File: src/rtl/inst_cache.sv
// rtl/inst_cache.sv - direct-mapped read-only instruction cache; ICACHE_STATS_EN adds hit/miss counters
module inst_cache #(
  parameter int INDEX_BITS = 4
) (
  input  logic        clk_in,
  input  logic        rst_in,
  input  logic        rdy_in,
  input  logic        _clear,
  input  logic        _if_req,
  input  logic [31:0] _if_pc,
  output logic        _if_ready,
  output logic [31:0] _if_inst,
  output logic        _mc_req,
  output logic [31:0] _mc_addr,
  input  logic        _mc_valid,
  input  logic [31:0] _mc_data,
  output logic [31:0] _hit_cnt,
  output logic [31:0] _miss_cnt
);

  localparam int TAG_BITS = 30 - INDEX_BITS;
  localparam int LINES    = 1 << INDEX_BITS;

  typedef enum logic [1:0] {
    S_IDLE,
    S_MISS,
    S_RESP
  } state_t;

  state_t                state_q, state_d;
  logic [LINES-1:0]      valid_q, valid_d;
  logic [TAG_BITS-1:0]   tag_mem  [LINES];
  logic [31:0]           data_mem [LINES];

  logic                  if_ready_q, if_ready_d;
  logic [31:0]           if_inst_q, if_inst_d;
  logic                  mc_req_q, mc_req_d;
  logic [29:0]           mc_word_q, mc_word_d;

  logic                  fill_en;
  logic                  hit_accept;
  logic                  miss_accept;

  // Fetch address split; the fill line comes from the outstanding miss address
  logic [INDEX_BITS-1:0] req_idx;
  logic [TAG_BITS-1:0]   req_tag;
  logic [INDEX_BITS-1:0] fill_idx;
  logic [TAG_BITS-1:0]   fill_tag;
  logic                  hit;

  assign req_idx  = _if_pc[INDEX_BITS+1:2];
  assign req_tag  = _if_pc[31:INDEX_BITS+2];
  assign fill_idx = mc_word_q[INDEX_BITS-1:0];
  assign fill_tag = mc_word_q[29:INDEX_BITS];
  assign hit      = valid_q[req_idx] && (tag_mem[req_idx] == req_tag);

  // Byte offset of the fetch address is irrelevant for word fetches
  logic unused_pc_bits;
  assign unused_pc_bits = ^_if_pc[1:0];

  // Next-state and output logic; a flush wins over every transition but still lets a fill land
  always_comb begin
    state_d     = state_q;
    valid_d     = valid_q;
    if_ready_d  = if_ready_q;
    if_inst_d   = if_inst_q;
    mc_req_d    = mc_req_q;
    mc_word_d   = mc_word_q;
    fill_en     = 1'b0;
    hit_accept  = 1'b0;
    miss_accept = 1'b0;

    if (state_q == S_MISS && _mc_valid) begin
      fill_en           = 1'b1;
      valid_d[fill_idx] = 1'b1;
    end

    if (_clear) begin
      state_d    = S_IDLE;
      if_ready_d = 1'b0;
      mc_req_d   = 1'b0;
    end else begin
      case (state_q)
        S_IDLE: begin
          if_ready_d = 1'b0;
          if (_if_req) begin
            if (hit) begin
              if_ready_d = 1'b1;
              if_inst_d  = data_mem[req_idx];
              state_d    = S_RESP;
              hit_accept = 1'b1;
            end else begin
              mc_req_d    = 1'b1;
              mc_word_d   = _if_pc[31:2];
              state_d     = S_MISS;
              miss_accept = 1'b1;
            end
          end
        end
        S_MISS: begin
          if (_mc_valid) begin
            if_ready_d = 1'b1;
            if_inst_d  = _mc_data;
            mc_req_d   = 1'b0;
            state_d    = S_RESP;
          end
        end
        S_RESP: begin
          if_ready_d = 1'b0;
          state_d    = S_IDLE;
        end
        default: begin
          state_d    = S_IDLE;
          if_ready_d = 1'b0;
          mc_req_d   = 1'b0;
        end
      endcase
    end
  end

  // Control and output registers; everything freezes while rdy_in is low
  always_ff @(posedge clk_in or negedge rst_in) begin
    if (!rst_in) begin
      state_q    <= S_IDLE;
      valid_q    <= '0;
      if_ready_q <= 1'b0;
      if_inst_q  <= '0;
      mc_req_q   <= 1'b0;
      mc_word_q  <= '0;
    end else if (rdy_in) begin
      state_q    <= state_d;
      valid_q    <= valid_d;
      if_ready_q <= if_ready_d;
      if_inst_q  <= if_inst_d;
      mc_req_q   <= mc_req_d;
      mc_word_q  <= mc_word_d;
    end
  end

  // Tag and data arrays; contents are only meaningful where the valid bit is set
  always_ff @(posedge clk_in) begin
    if (rdy_in && fill_en) begin
      tag_mem[fill_idx]  <= fill_tag;
      data_mem[fill_idx] <= _mc_data;
    end
  end

  assign _if_ready = if_ready_q;
  assign _if_inst  = if_inst_q;
  assign _mc_req   = mc_req_q;
  assign _mc_addr  = {mc_word_q, 2'b00};

`ifdef ICACHE_STATS_EN
  logic [31:0] hit_cnt_q;
  logic [31:0] miss_cnt_q;

  // Acceptance counters; they wrap naturally and ignore flushes
  always_ff @(posedge clk_in or negedge rst_in) begin
    if (!rst_in) begin
      hit_cnt_q  <= '0;
      miss_cnt_q <= '0;
    end else if (rdy_in) begin
      if (hit_accept)  hit_cnt_q  <= hit_cnt_q + 32'd1;
      if (miss_accept) miss_cnt_q <= miss_cnt_q + 32'd1;
    end
  end

  assign _hit_cnt  = hit_cnt_q;
  assign _miss_cnt = miss_cnt_q;
`else
  logic unused_stats;
  assign unused_stats = hit_accept ^ miss_accept;
  assign _hit_cnt     = '0;
  assign _miss_cnt    = '0;
`endif

endmodule

File: config.mk
export PLATFORM = sky130hd
export DESIGN_NAME = inst_cache
export DESIGN_NICKNAME = d
export VERILOG_FILES = /design/src/rtl/inst_cache.sv
export SDC_FILE = /design/constraint.sdc
export NUM_CORES = 1
export LEC_CHECK = 0
export BUFFER_PORTS_ARGS = -buffer_cell sky130_fd_sc_hd__buf_4
export CORE_ASPECT_RATIO = 1.25
export CORE_MARGIN = 5
export CORE_UTILIZATION = 40
export CTS_CLUSTER_DIAMETER = 30
export CTS_CLUSTER_SIZE = 30
export DETAILED_ROUTE_END_ITERATION = 7
export PLACE_DENSITY = 0.52
export SETUP_SLACK_MARGIN = 0.05
export SYNTH_ARGS = -nofsm -noshare
export SYNTH_HDL_FRONTEND = slang
export SYNTH_SLANG_ARGS = --single-unit
File: constraint.sdc
create_clock -name clk_in -period 12.65 [get_ports clk_in]
set_clock_uncertainty 0.2 [all_clocks]
set_input_delay 1.265 -clock clk_in [delete_from_list [all_inputs] [get_ports clk_in]]
set_output_delay 1.265 -clock clk_in [all_outputs]
set_load 0.03 [all_outputs]
==> impl_results.md, run 1 <==
- Outcome: completed
- Total congestion overflow after global routing: 0
- Power, Total: 10.1 mW
- Largest area contributor in the netlist: sky130_fd_sc_hd__edfxtp_1
- Post-detailed-route wirelength per cell: 27.3 µm
- CTS clock-pin slew for the worst setup and hold paths: 0.05 ns
- Vias in the first global route: 21.0k
- Nets: 2,209
- Worst slew margin relative to its limit: 25.0%
- Worst path slowest cell: sky130_fd_sc_hd__buf_4
- Kind of capture point of the worst setup path: flip-flop
- Total routed wirelength: 98,300 µm
- Antenna violations before repair: 2
- Die Y: 363 µm
- Peak fanout along the critical path: 83
- Remaining antenna violation count after routing: 0
- Number of port buffers: 131
- Share of the clock period used by the worst path after layout: 48.5%
- Insertion delay to the later sink of the worst-skew pair: 0.77 ns
- Number of cells upsized or downsized after cts: 0
- Avg Synthesized Cell Area: 21.2 µm²
- Detail-routed via count per cell: 5.37
- Drt first pass iters: 5
- IR drop worst, VDD: 0.000132 V
- Vias: 19.3k
- Worst Max-Slew Pin Slew: 1.12 ns
- Clock Root Buffer: sky130_fd_sc_hd__clkbuf_16
- Total of endpoints with negative setup slack in the final report: 0
- Area of the mapped netlist: 39,900 µm²
- Fmax achieved: 0.163 GHz
- Number of storage elements in the synthesis netlist: 1,010
- Setup repair after global routing missed its margin: no
- Deepest clock path buffer count: 3
- P&R area growth vs syn: 21.2%
- Clock sink count: 1,010
- Share of the yosys chip area belonging to registers: 75.0%
- Worst EP arrival: 6.56 ns
- Drt first-iter violations: 1,402
- Placeable Area: 98,900 µm²
- Number of standard cells after synthesis: 1,884
- Top cell type's share of synthesized area: 69.9%
- Number of flops mapped to enable cells by yosys: 928
- Global-route wire length before repair: 144,000 µm
- CTS H-tree lvls: 4
- Die area: 106,000 µm²
- Largest net degree at the start of global routing: 84
- Ys async rst share: 8.12%
- Final critical-path required period: 6.13 ns
- GRT Util Overall: 18.5%
- Startpoint types: input pin
- Placer Congestion: 0.740
- Diodes inserted: 0
- Count of distinct cell types in the synthesized netlist: 58
- Number of max-slew violations in the final report: 0
- Clock tree from TritonCTS: built
- Synth Flop Type: sky130_fd_sc_hd__edfxtp_1
- Number of clock buffers inserted by TritonCTS: 175
- DRC viols: 0
- Number of warnings reported in the yosys synthesis log: 0
- Number of cell rows: 129
- Type of the worst setup path: input pin to flip-flop
- Reported leakage power: 16.7 nW
- Layout Cell Area excl Fill: 48,400 µm²
- Hpwl dp: 49,900 µm
- Main area contributors after synthesis: sky130_fd_sc_hd__edfxtp_1, sky130_fd_sc_hd__mux4_2, sky130_fd_sc_hd__dfrtp_1, sky130_fd_sc_hd__mux2i_1, sky130_fd_sc_hd__buf_4
- Hold Fails Final Rpt: 0
- Setup repair bufs after CTS: 0
- Areal power density over the cells: 208 nW/µm²
- CP max stage delay: 0.79 ns
- Ratio of cells with drive above 1 in the final layout: 35.3%
- Die extent in x: 292 µm
- Classification of the worst-slack hold path: flip-flop to flip-flop
- Total cell area at the placement stage: 42,200 µm²
- Sum of negative setup slack: 0 ns
- Initial Util: 40.3%
- Number of violations of the max-capacitance limit: 0
- Hold-fix buffers, CTS: 0
- Required arrival time at the worst endpoint: 13.08 ns
- Boundary Pins: 200
- Worst path cell trace: buf_8 -> buf_4 -> mux4_2 -> mux4_2 -> xnor2_1 -> nand4_1 -> or4_1 -> nor3_4 -> a21oi_4 -> buf_4 -> mux2_1
cell families (layout without fill, tap and decap cells):
family / Yosys count / in the layout / share of synthesized area (%)
flops: 1010 / 1010 / 75.0
mux: 393 / 393 / 18.0
compound gates: 68 / 68 / 1.32
xor+xnor: 38 / 38 / 0.834
simple gates: 209 / 209 / 2.35
other cells: 1 / 66 / 0.00940
buf+inv: 165 / 505 / 2.50
cell usage in the layout, fill, tap and decap left out, types with 17 or more instances in the layout:
cell                         netlist  layout
sky130_fd_sc_hd__mux4_2          244     244
sky130_fd_sc_hd__edfxtp_1        928     928
sky130_fd_sc_hd__dfrtp_1          82      82
sky130_fd_sc_hd__nor2_1           29      17
sky130_fd_sc_hd__clkinv_1          1      23
sky130_fd_sc_hd__clkinvlp_4        0      25
sky130_fd_sc_hd__xor2_1           19      19
sky130_fd_sc_hd__mux2i_1          83      83
sky130_fd_sc_hd__xnor2_1          19      19
sky130_fd_sc_hd__mux2_2           31      31
sky130_fd_sc_hd__bufinv_16         0      27
sky130_fd_sc_hd__mux2_4           28      28
sky130_fd_sc_hd__buf_4            74     166
sky130_fd_sc_hd__clkbuf_16         0     178
sky130_fd_sc_hd__conb_1            1      66
sky130_fd_sc_hd__nand2_1         120     120
sky130_fd_sc_hd__clkinv_2          0      23
sequential cells by signal, summed over array words and instances (netlist names):
signal,count
_if_ready,1
tag_mem,416
data_mem,512
_if_inst,32
valid_q,16
mc_word_q,30
_mc_req,1
state_q,2
worst max-delay path: cells and delay by family:
family	cells	cell delay (ns)
simple gates	3	1.21
xor+xnor	1	0.42
compound gates	1	0.27
mux	3	1.48
buf+inv	3	1.78
report_power, final:
group          total (mW)  switching [mW]  leakage, nW  internal, mW
sequential           4.28           0.269         9.36          4.02
combinational       0.970           0.575         4.40         0.395
clock                4.81            1.66         2.93          3.16
layout make-up:
class	instances	area, µm²
multi-input cells	774	9340
clock inverters	136	1600
clock buffers	191	4530
fillers	8051	50600
inverters	9	36.3
well taps	1310	1640
repair buffers	169	1290
flip-flops and latches	1010	29900
per-layer routing:
| layer | part of all wire [%] | vias to the layer above | global-route usage (%) | wire, µm |
|---|---|---|---|---|
| li1 | - | 8143 | - | - |
| met1 | 41 | 10400 | 23.9 | 40700 |
| met2 | 51 | 588 | 31.9 | 50500 |
| met3 | 5.2 | 153 | 4.15 | 5110 |
| met4 | 2.0 | 2 | 5.16 | 1920 |
| met5 | 0.013 | - | 0 | 13 |
cell usage after synthesis (6+ instances only):
cell type,instances
sky130_fd_sc_hd__edfxtp_1,928
sky130_fd_sc_hd__mux4_2,244
sky130_fd_sc_hd__nand2_1,120
sky130_fd_sc_hd__mux2i_1,83
sky130_fd_sc_hd__dfrtp_1,82
sky130_fd_sc_hd__buf_4,74
sky130_fd_sc_hd__clkbuf_1,39
sky130_fd_sc_hd__buf_2,31
sky130_fd_sc_hd__mux2_2,31
sky130_fd_sc_hd__nor2_1,29
sky130_fd_sc_hd__mux2_4,28
sky130_fd_sc_hd__xnor2_1,19
sky130_fd_sc_hd__xor2_1,19
sky130_fd_sc_hd__or2_2,16
sky130_fd_sc_hd__a22oi_1,12
sky130_fd_sc_hd__a221oi_1,11
sky130_fd_sc_hd__nand3_1,10
sky130_fd_sc_hd__a21oi_1,9
sky130_fd_sc_hd__buf_6,8
sky130_fd_sc_hd__inv_1,7
sky130_fd_sc_hd__mux2_1,7
sky130_fd_sc_hd__a22o_1,6
sky130_fd_sc_hd__nor2b_1,6
sky130_fd_sc_hd__nor3_1,6
metrics by stage:
step / setup slack (ns) / util (%) / hold slack (ns) / cells
3_5_place_dp: 5.61 / 42.7 / 0.249 / 3272
2_1_floorplan: 6.15 / - / 0.234 / 1949
4_1_cts: 6.42 / 48.9 / 0.236 / 3599
5_1_grt: 6.34 / 48.9 / 0.273 / 3599
6_report: 6.52 / 48.9 / 0.262 / 3599
3_3_place_gp: 5.60 / 42.7 / 0.246 / 3272
final timing paths:
kind | start | to | slack (ns) | cells past startpoint
max | _if_pc[2] | mc_word_q[24] | 6.52 | 11
min | valid_q[5] | valid_q[5] | 0.26 | 1
max reg2reg | tag_mem[3][2] | mc_word_q[24] | 8.31 | 9
min reg2reg | valid_q[5] | valid_q[5] | 0.26 | 1
max in group asynchronous | rst_in | mc_word_q[11] | 10.60 | 2
min in group asynchronous | rst_in | _if_inst[19] | 0.27 | 1
(Power assumes the default switching activity.)
==> run 2: changes to the inputs <==
--- a/config.mk
+++ b/config.mk
@@ -12,7 +12,7 @@
 export CTS_CLUSTER_DIAMETER = 30
 export CTS_CLUSTER_SIZE = 30
 export DETAILED_ROUTE_END_ITERATION = 7
-export PLACE_DENSITY = 0.52
+export PLACE_DENSITY = 0.54
 export SETUP_SLACK_MARGIN = 0.05
 export SYNTH_ARGS = -nofsm -noshare
 export SYNTH_HDL_FRONTEND = slang
==> constraint.sdc (replaced) <==
create_clock -name clk_in -period 5.19 [get_ports clk_in]
set_clock_uncertainty 0.2 [all_clocks]
set_input_delay 0.519 -clock clk_in [delete_from_list [all_inputs] [get_ports clk_in]]
set_output_delay 0.519 -clock clk_in [all_outputs]
set_load 0.03 [all_outputs]
==> run 2 against run 1 <==
- total power grew to 2.5 times the previous value
- clock-buffer cell count grew 14
- clock power grew to 2.6 times the previous value
- sequential power grew 140%
- combinational power grew to 2.5 times the previous value
- die area is the same
- register-to-register slack lost 6.8 ns
- first-iteration DRC count grew 1.5%
- final area grew 3.4%
- critical path type unchanged
==> impl_results.md, run 2 (synthesis results as in run 1) <==
- Start point of the worst min-delay path: _if_pc[2] (was valid_q[5])
- Worst path cell trace: clkbuf_8 -> buf_4 -> and2_1 -> a22o_1 -> a221oi_1 -> xor2_1 -> o41ai_1 -> nand2_1 -> nor4_2 -> a31oi_4 -> buf_12 -> mux2_4 (was buf_8 -> buf_4 -> mux4_2 -> mux4_2 -> xnor2_1 -> nand4_1 -> or4_1 -> nor3_4 -> a21oi_4 -> buf_4 -> mux2_1)
- Placer Congestion: 0.750 (was 0.740)
- Reported leakage power: 17.4 nW (was 16.7 nW)
- Detail-routed via count per cell: 5.32 (was 5.37)
- Global-route wire length before repair: 144,000 µm (about the same)
- Final critical-path required period: 3.77 ns
- Required arrival time at the worst endpoint: 5.61 ns (was 13.08 ns)
- Worst Max-Slew Pin Slew: 0.925 ns (was 1.12 ns)
- Highest-count cells in the layout ignoring fill and taps: sky130_fd_sc_hd__edfxtp_1, sky130_fd_sc_hd__mux4_2, sky130_fd_sc_hd__clkbuf_16 (unchanged)
- Type of the worst setup path: input pin to flip-flop (unchanged)
- Vias in the first global route: 21.3k (was 21.0k)
- Largest register by flop count: data_mem (unchanged)
- Total of endpoints with negative setup slack in the final report: 0 (unchanged)
- Initial Util: 40.3% (unchanged)
- Max FFs per register: 512 (unchanged)
- Clock Root Buffer: sky130_fd_sc_hd__clkbuf_16 (unchanged)
- Hold-fix buffers, CTS: 63 (was 0)
- Ratio of cells with drive above 1 in the final layout: 35.6% (was 35.3%)
- Nets: 2,305 (was 2,209)
- Hold slack: 0.157 ns (was 0.262 ns)
- Diodes inserted: 0 (unchanged)
- Fmax achieved: 0.265 GHz
- Path depth of the worst reg2reg path: 9 (unchanged)
- Worst reg2reg endpoint: _if_inst[27] (was mc_word_q[24])
- Total met2 wirelength after detailed routing: 49,300 µm (was 50,500 µm)
- Areal power density over the cells: 511 nW/µm² (was 208 nW/µm²)
- Deepest clock path buffer count: 3 (unchanged)
- Peak fanout along the critical path: 46 (was 83)
- IR drop worst, VDD: 0.000334 V (was 0.000132 V)
- Drt first-iter violations: 1,423 (was 1,402)
- Number of clock buffers inserted by TritonCTS: 190 (was 175)
- Number of cells upsized or downsized after cts: 0 (unchanged)
- Clock sink count: 1,010 (unchanged)
- Number of violations of the max-capacitance limit: 0 (unchanged)
- CTS clock-pin slew for the worst setup and hold paths: 0.05 ns (about the same)
- Hpwl dp: 50,300 µm (was 49,900 µm)
- Clock tree from TritonCTS: built (unchanged)
- Number of cell rows: 129 (unchanged)
- Share of the clock period used by the worst path after layout: 72.7%
- Total routed wirelength: 97,800 µm (was 98,300 µm)
- Largest net degree at the start of global routing: 62 (was 84)
- Hold Path End: mc_word_q[0] (was valid_q[5])
- Commonest non-fill, non-tap cell in the layout: sky130_fd_sc_hd__edfxtp_1 (unchanged)
- Kind of capture point of the worst setup path: flip-flop (unchanged)
- Insertion delay to the later sink of the worst-skew pair: 0.76 ns (was 0.77 ns)
- Number of port buffers: 131 (unchanged)
- Boundary Pins: 200 (unchanged)
- Die Y: 363 µm (unchanged)
- P&R area growth vs syn: 25.4% (was 21.2%)
- Remaining antenna violation count after routing: 0 (unchanged)
- Sum of negative setup slack: 0 ns (unchanged)
- Number of max-slew violations in the final report: 0 (unchanged)
- Startpoint types: input pin (unchanged)
- Setup repair bufs after CTS: 0 (unchanged)
- Detail Route met3 WL: 5060 µm (was 5110 µm)
- Critical path buffers and inverters: 3 (unchanged)
- Die extent in x: 292 µm (unchanged)
- M1 WL: 41,500 µm (was 40,700 µm)
- Outcome: completed (unchanged)
- Hold depth: 2 (was 1)
- Worst slew margin relative to its limit: 38.4% (was 25.0%)
- Setup repair after global routing missed its margin: no (unchanged)
- FF-to-FF setup slack: 1.53 ns (was 8.31 ns)
- Worst path depth: 12 (was 11)
- Power, Total: 25.6 mW (was 10.1 mW)
- Placeable Area: 98,900 µm² (unchanged)
- Highest metal layer with signal wires: met5 (unchanged)
- Total congestion overflow after global routing: 0 (unchanged)
- Vias: 19.8k (was 19.3k)
- Core utilization of the finished layout: 50.6% (was 48.9%)
- Worst path slowest cell: sky130_fd_sc_hd__nor4_2 (was sky130_fd_sc_hd__buf_4)
- DRC viols: 0 (unchanged)
- Die area: 106,000 µm² (unchanged)
- Post-detailed-route wirelength per cell: 26.3 µm (was 27.3 µm)
- CTS H-tree lvls: 4 (unchanged)
- Startpoint of the worst register-to-register path: tag_mem[10][23] (was tag_mem[3][2])
- Hold Fails Final Rpt: 0 (unchanged)
- Cell family with most CP delay: buffers and inverters (unchanged)
- CP max stage delay: 0.64 ns (was 0.79 ns)
- Drt first pass iters: 4 (was 5)
- Worst EP arrival: 4.19 ns (was 6.56 ns)
- GRT Util Overall: 18.4% (was 18.5%)
- Classification of the worst-slack hold path: input pin to flip-flop (was flip-flop to flip-flop)
- Antenna violations before repair: 1 (was 2)
==> run 2: cell types whose count changed in the layout (fill, tap and decap cells not counted), moves of 2 or more <==
cell / delta
sky130_fd_sc_hd__dlygate4sd3_1: +63
sky130_fd_sc_hd__buf_12: +18
sky130_fd_sc_hd__clkbuf_16: +13
sky130_fd_sc_hd__clkinv_4: +7
sky130_fd_sc_hd__inv_6: +7
sky130_fd_sc_hd__clkinv_16: +5
sky130_fd_sc_hd__clkinvlp_4: -4
sky130_fd_sc_hd__nor3_2: -4
sky130_fd_sc_hd__nor3_4: +4
sky130_fd_sc_hd__bufinv_16: +3
sky130_fd_sc_hd__clkinv_2: +3
sky130_fd_sc_hd__clkinv_1: +2
sky130_fd_sc_hd__clkinv_8: -2
==> run 2: worst register-to-register path: stages, from the launching register on <==
cell	delay, ns
sky130_fd_sc_hd__edfxtp_1	0.36
sky130_fd_sc_hd__mux4_2	0.47
sky130_fd_sc_hd__mux4_2	0.48
sky130_fd_sc_hd__xnor2_1	0.15
sky130_fd_sc_hd__o21ai_1	0.08
sky130_fd_sc_hd__or4_1	0.62
sky130_fd_sc_hd__nor3_4	0.39
sky130_fd_sc_hd__a31oi_4	0.15
sky130_fd_sc_hd__buf_12	0.23
sky130_fd_sc_hd__mux2_4	0.37
==> run 2: worst max path at each step <==
stage                     from             end  slack [ns]
global placement     _if_pc[2]    _if_inst[24]        0.71
global route         _if_pc[2]    _if_inst[27]        1.26
finish               _if_pc[3]    _if_inst[27]        1.42
floorplan           state_q[0]  data_mem[1][0]        0.66
detailed placement   _if_pc[2]    _if_inst[23]        0.66
CTS                  _if_pc[2]    _if_inst[27]        1.45
==> run 2: layer usage <==
layer / vias up / global-route usage, %
met5: - / 0
met4: 2 / 5.36
met3: 126 / 3.62
met2: 610 / 30.4
met1: 10700 / 25.2
li1: 8355 / -
==> run 2: power by group <==
| group | switching [mW] | internal, mW | leakage [nW] |
|---|---|---|---|
| Clock | 4.32 | 8.36 | 3.25 |
| Sequential | 0.660 | 9.79 | 9.36 |
| Combinational | 1.42 | 1.01 | 4.81 |
==> run 2: cell type report <==
class	count	area [µm²]
multi-input cells	774	9370
inverters	9	36.3
well taps	1310	1640
repair buffers	250	2280
flip-flops and latches	1010	29900
clock buffers	205	4860
fillers	7959	48900
clock inverters	156	1910
==> run 2: stage by stage <==
stage | setup slack (ns) | cell area (µm²) | instances
2_1_floorplan | 0.656 | 40200 | 1949
3_3_place_gp | 0.708 | 42600 | 3290
3_5_place_dp | 0.663 | 42600 | 3290
4_1_cts | 1.45 | 50000 | 3714
5_1_grt | 1.26 | 50000 | 3714
6_report | 1.42 | 50000 | 3714
==> run 3: changes to the inputs <==
--- a/config.mk
+++ b/config.mk
@@ -5,6 +5,7 @@
 export SDC_FILE = /design/constraint.sdc
 export NUM_CORES = 1
 export LEC_CHECK = 0
+export ABC_AREA = 1
 export BUFFER_PORTS_ARGS = -buffer_cell sky130_fd_sc_hd__buf_4
 export CORE_ASPECT_RATIO = 1.25
 export CORE_MARGIN = 5
@@ -12,7 +13,7 @@
 export CTS_CLUSTER_DIAMETER = 30
 export CTS_CLUSTER_SIZE = 30
 export DETAILED_ROUTE_END_ITERATION = 7
-export PLACE_DENSITY = 0.54
+export PLACE_DENSITY = 0.52
 export SETUP_SLACK_MARGIN = 0.05
 export SYNTH_ARGS = -nofsm -noshare
 export SYNTH_HDL_FRONTEND = slang
==> constraint.sdc (replaced) <==
create_clock -name clk_in -period 3.9 [get_ports clk_in]
set_clock_uncertainty 0.2 [all_clocks]
set_input_delay 0.39 -clock clk_in [delete_from_list [all_inputs] [get_ports clk_in]]
set_output_delay 0.39 -clock clk_in [all_outputs]
set_load 0.03 [all_outputs]
==> run 3 against run 2 <==
- first-iteration DRC count grew 47%
- critical endpoint is now data_mem[9][24]
- die area grew 3.4%
- combinational power grew 43%
- area after synthesis grew 3.5%
- sequential power grew 32%
==> impl_results.md, run 3 <==
- Simple-gate area share of the yosys netlist: 13.2% (was 2.35%)
- P&R area growth vs syn: 23.7% (was 25.4%)
- Number of max-slew violations in the final report: 0 (unchanged)
- Global-route wire length before repair: 171,000 µm (was 144,000 µm)
- Fmax achieved: 0.328 GHz
- IR drop worst, VDD: 0.000531 V (was 0.000334 V)
- Hpwl dp: 59,400 µm (was 50,300 µm)
- Number of storage elements in the synthesis netlist: 1,010 (unchanged)
- Placer Congestion: 0.748 (was 0.750)
- Ratio of cells with drive above 1 in the final layout: 15.4% (was 35.6%)
- Number of cells upsized or downsized after cts: 0 (unchanged)
- Area of the mapped netlist: 41,300 µm² (was 39,900 µm²)
- Hold Fails Final Rpt: 0 (unchanged)
- Number of clock buffers inserted by TritonCTS: 185 (was 190)
- Setup repair after global routing missed its margin: no (unchanged)
- Post-detailed-route wirelength per cell: 22.2 µm (was 26.3 µm)
- Areal power density over the cells: 662 nW/µm² (was 511 nW/µm²)
- Clock tree from TritonCTS: built (unchanged)
- Adder-cell share of the synthesized area: 0% (unchanged)
- Vias: 27.0k (was 19.8k)
- CP max stage delay: 0.65 ns (was 0.64 ns)
- Top cell type's share of synthesized area: 67.5% (was 69.9%)
- Count of distinct cell types in the synthesized netlist: 27 (was 58)
- Share of the yosys chip area belonging to registers: 72.4% (was 75.0%)
- Clock sink count: 1,010 (unchanged)
- Max FFs per register: 512 (unchanged)
- Detail-routed via count per cell: 5.21 (was 5.32)
- Type of the worst setup path: flip-flop to flip-flop (was input pin to flip-flop)
- Number of cell rows: 131 (was 129)
- Highest-count cells in the layout ignoring fill and taps: sky130_fd_sc_hd__edfxtp_1, sky130_fd_sc_hd__nand2_1, sky130_fd_sc_hd__nor2_1 (was sky130_fd_sc_hd__edfxtp_1, sky130_fd_sc_hd__mux4_2, sky130_fd_sc_hd__clkbuf_16)
- Required arrival time at the worst endpoint: 4.07 ns (was 5.61 ns)
- Worst path cell trace: inv_1 -> nor2_2 -> inv_2 -> nor2_1 -> nand3_1 -> nor2_4 -> buf_4 (was clkbuf_8 -> buf_4 -> and2_1 -> a22o_1 -> a221oi_1 -> xor2_1 -> o41ai_1 -> nand2_1 -> nor4_2 -> a31oi_4 -> buf_12 -> mux2_4)
- Synth cell count leaders: sky130_fd_sc_hd__edfxtp_1, sky130_fd_sc_hd__nand2_1, sky130_fd_sc_hd__nor2_1 (was sky130_fd_sc_hd__edfxtp_1, sky130_fd_sc_hd__mux4_2, sky130_fd_sc_hd__nand2_1)
- Initial Util: 40.4% (was 40.3%)
- Reported leakage power: 19.0 nW (was 17.4 nW)
- Clock Root Buffer: sky130_fd_sc_hd__clkbuf_16 (unchanged)
- Die extent in x: 297 µm (was 292 µm)
- Placeable Area: 102,000 µm² (was 98,900 µm²)
- Switching power as a share of total power: 25.7% (was 25.0%)
- Die area: 110,000 µm² (was 106,000 µm²)
- Peak fanout along the critical path: 33 (was 46)
- Total routed wirelength: 115,000 µm (was 97,800 µm)
- Clock network fraction of total power: 49.2% (was 49.6%)
- Commonest non-fill, non-tap cell in the layout: sky130_fd_sc_hd__edfxtp_1 (unchanged)
- DRC viols: 0 (unchanged)
- Share of synthesized area spent on multiplexers: 0.170% (was 18.0%)
- Worst slew margin relative to its limit: 46.3% (was 38.4%)
- Worst path slowest cell: sky130_fd_sc_hd__buf_4 (was sky130_fd_sc_hd__nor4_2)
- Remaining antenna violation count after routing: 0 (unchanged)
- Net switching power: 8.70 mW (was 6.40 mW)
- Worst EP arrival: 3.21 ns (was 4.19 ns)
- Drt first pass iters: 5 (was 4)
- Antenna violations before repair: 3 (was 1)
- Nets: 3,755 (was 2,305)
- Vias in the first global route: 26.1k (was 21.3k)
- Main combinational cell family by area after synthesis: simple AND/OR/NAND/NOR gates (was multiplexers)
- Internal Dissipation: 25.1 mW (was 19.2 mW)
- Number of warnings reported in the yosys synthesis log: 0 (unchanged)
- Main area contributors after synthesis: sky130_fd_sc_hd__edfxtp_1, sky130_fd_sc_hd__nand2_1, sky130_fd_sc_hd__dfrtp_1, sky130_fd_sc_hd__o21ai_0, sky130_fd_sc_hd__nor2_1 (was sky130_fd_sc_hd__edfxtp_1, sky130_fd_sc_hd__mux4_2, sky130_fd_sc_hd__dfrtp_1, sky130_fd_sc_hd__mux2i_1, sky130_fd_sc_hd__buf_4)
- Classification of the worst-slack hold path: input pin to asynchronous set/reset pin (was input pin to flip-flop)
- Avg Synthesized Cell Area: 12.1 µm² (was 21.2 µm²)
- GRT Util Overall: 20.5% (was 18.4%)
- Number of port buffers: 131 (unchanged)
- Share of the synthesized netlist area taken by xor and xnor gates: 0% (was 0.834%)
- Boundary Pins: 200 (unchanged)
- Number of violations of the max-capacitance limit: 0 (unchanged)
- Insertion delay to the later sink of the worst-skew pair: 0.75 ns (was 0.76 ns)
- Sequential cell fraction of total power: 40.5% (was 40.9%)
- Number of flops mapped to enable cells by yosys: 928 (unchanged)
- Most frequent cell after synthesis: sky130_fd_sc_hd__edfxtp_1 (unchanged)
- Die Y: 369 µm (was 363 µm)
- Compound-gate portion of the synthesized area: 8.82% (was 1.32%)
- Final critical-path required period: 3.05 ns
- Filler cell count in the final layout: 9,046 (was 7,959)
- CTS H-tree lvls: 4 (unchanged)
- CTS clock-pin slew for the worst setup and hold paths: 0.05 ns (about the same)
- Largest register by flop count: data_mem (unchanged)
- Startpoint types: flip-flop (was input pin)
- Share of the clock period used by the worst path after layout: 78.1%
- Placed Cells: 4,764 (was 3,290)
- Number of standard cells after synthesis: 3,426 (was 1,884)
- Total congestion overflow after global routing: 0 (unchanged)
- Largest area contributor in the netlist: sky130_fd_sc_hd__edfxtp_1 (unchanged)
- Layout Cells excl Fill: 5,179 (was 3,714)
- Worst Max-Slew Pin Slew: 0.806 ns (was 0.925 ns)
- Comb power frac: 10.3% (was 9.5%)
- Deepest clock path buffer count: 3 (unchanged)
- Total of endpoints with negative setup slack in the final report: 0 (unchanged)
- Drt first-iter violations: 2,098 (was 1,423)
- Outcome: completed (unchanged)
- Synth Flop Type: sky130_fd_sc_hd__edfxtp_1 (unchanged)
- Layout Cell Area excl Fill: 51,100 µm² (was 50,000 µm²)
- Total cell area at the placement stage: 43,800 µm² (was 42,600 µm²)
- Largest net degree at the start of global routing: 75 (was 62)
- Kind of capture point of the worst setup path: flip-flop (unchanged)
- Ys async rst share: 8.12% (unchanged)
[run 3: layer usage]
layer  up-vias  track usage, %  routed length (µm)
met2       756            34.3               56100
met3       177            3.63                6290
met1     13400            27.9               50300
met4         0            5.63                2330
li1      12600               -                   -
met5         -               0                   0
[run 3: area by class of cell]
type | instances | area, µm² | share of cell area [%]
Multi-Input combinational cell | 2019 | 9530 | 18.7
Clock inverter | 127 | 1690 | 3.30
Inverter | 184 | 721 | 1.41
Timing Repair Buffer | 285 | 2640 | 5.17
Antenna cell | 2 | 5.00 | 0.00980
Sequential cell | 1010 | 29900 | 58.6
Clock buffer | 222 | 4920 | 9.63
Tap cell | 1330 | 1660 | 3.26
[run 3: cell families after synthesis]
family / after synthesis
DFF: 1010
muxes: 7
and+or+nand+nor: 1341
other: 1
buffers and inverters: 462
AOI/OAI and AO/OA: 605
[run 3: final timing paths]
kind | from | endpoint | slack, ns | depth (start not counted)
setup reg to reg | state_q[0] | data_mem[9][24] | 0.85 | 7
min in group clk_in | _if_pc[4] | mc_word_q[2] | 0.12 | 4
hold reg to reg | valid_q[5] | valid_q[5] | 0.25 | 2
setup / recovery | state_q[0] | data_mem[9][24] | 0.85 | 7
max in group asynchronous | rst_in | _if_inst[24] | 2.55 | 3
hold / removal | rst_in | mc_word_q[11] | 0.06 | 2
[run 3: critical path: cells and delay by family, from the launching register on]
kind                   cells  cell delay (ns)
buffers and inverters      3             0.79
DFF                        1             0.34
and+or+nand+nor            4             1.30
[run 3: timing repair]
item,4_1_cts,5_1_grt
hold endpoints to repair,610,0
setup buffers,0,0
hold buffers,64,0
[run 3: power groups by stage]
stage	combinational, mW	clock [mW]	sequential (mW)
2_1_floorplan	1.43	0	14.2
3_3_place_gp	3.46	0	13.9
3_5_place_dp	3.48	0	13.9
4_1_cts	3.54	16.9	13.7
5_1_grt	3.75	17.4	13.8
6_report	3.47	16.6	13.7
[run 3: per-stage QoR]
stage	hold slack, ns	setup slack (ns)	utilization (%)	power (mW)	setup TNS [ns]
CTS	0.0407	0.871	49.9	34.1	0
global placement	0.238	0.367	42.9	17.4	0
global route	0.105	0.719	49.9	35.0	0
floorplan	-0.106	-0.613	-	15.7	-562.80
detailed placement	0.243	0.307	42.9	17.4	0
finish	0.0601	0.853	50.0	33.8	0
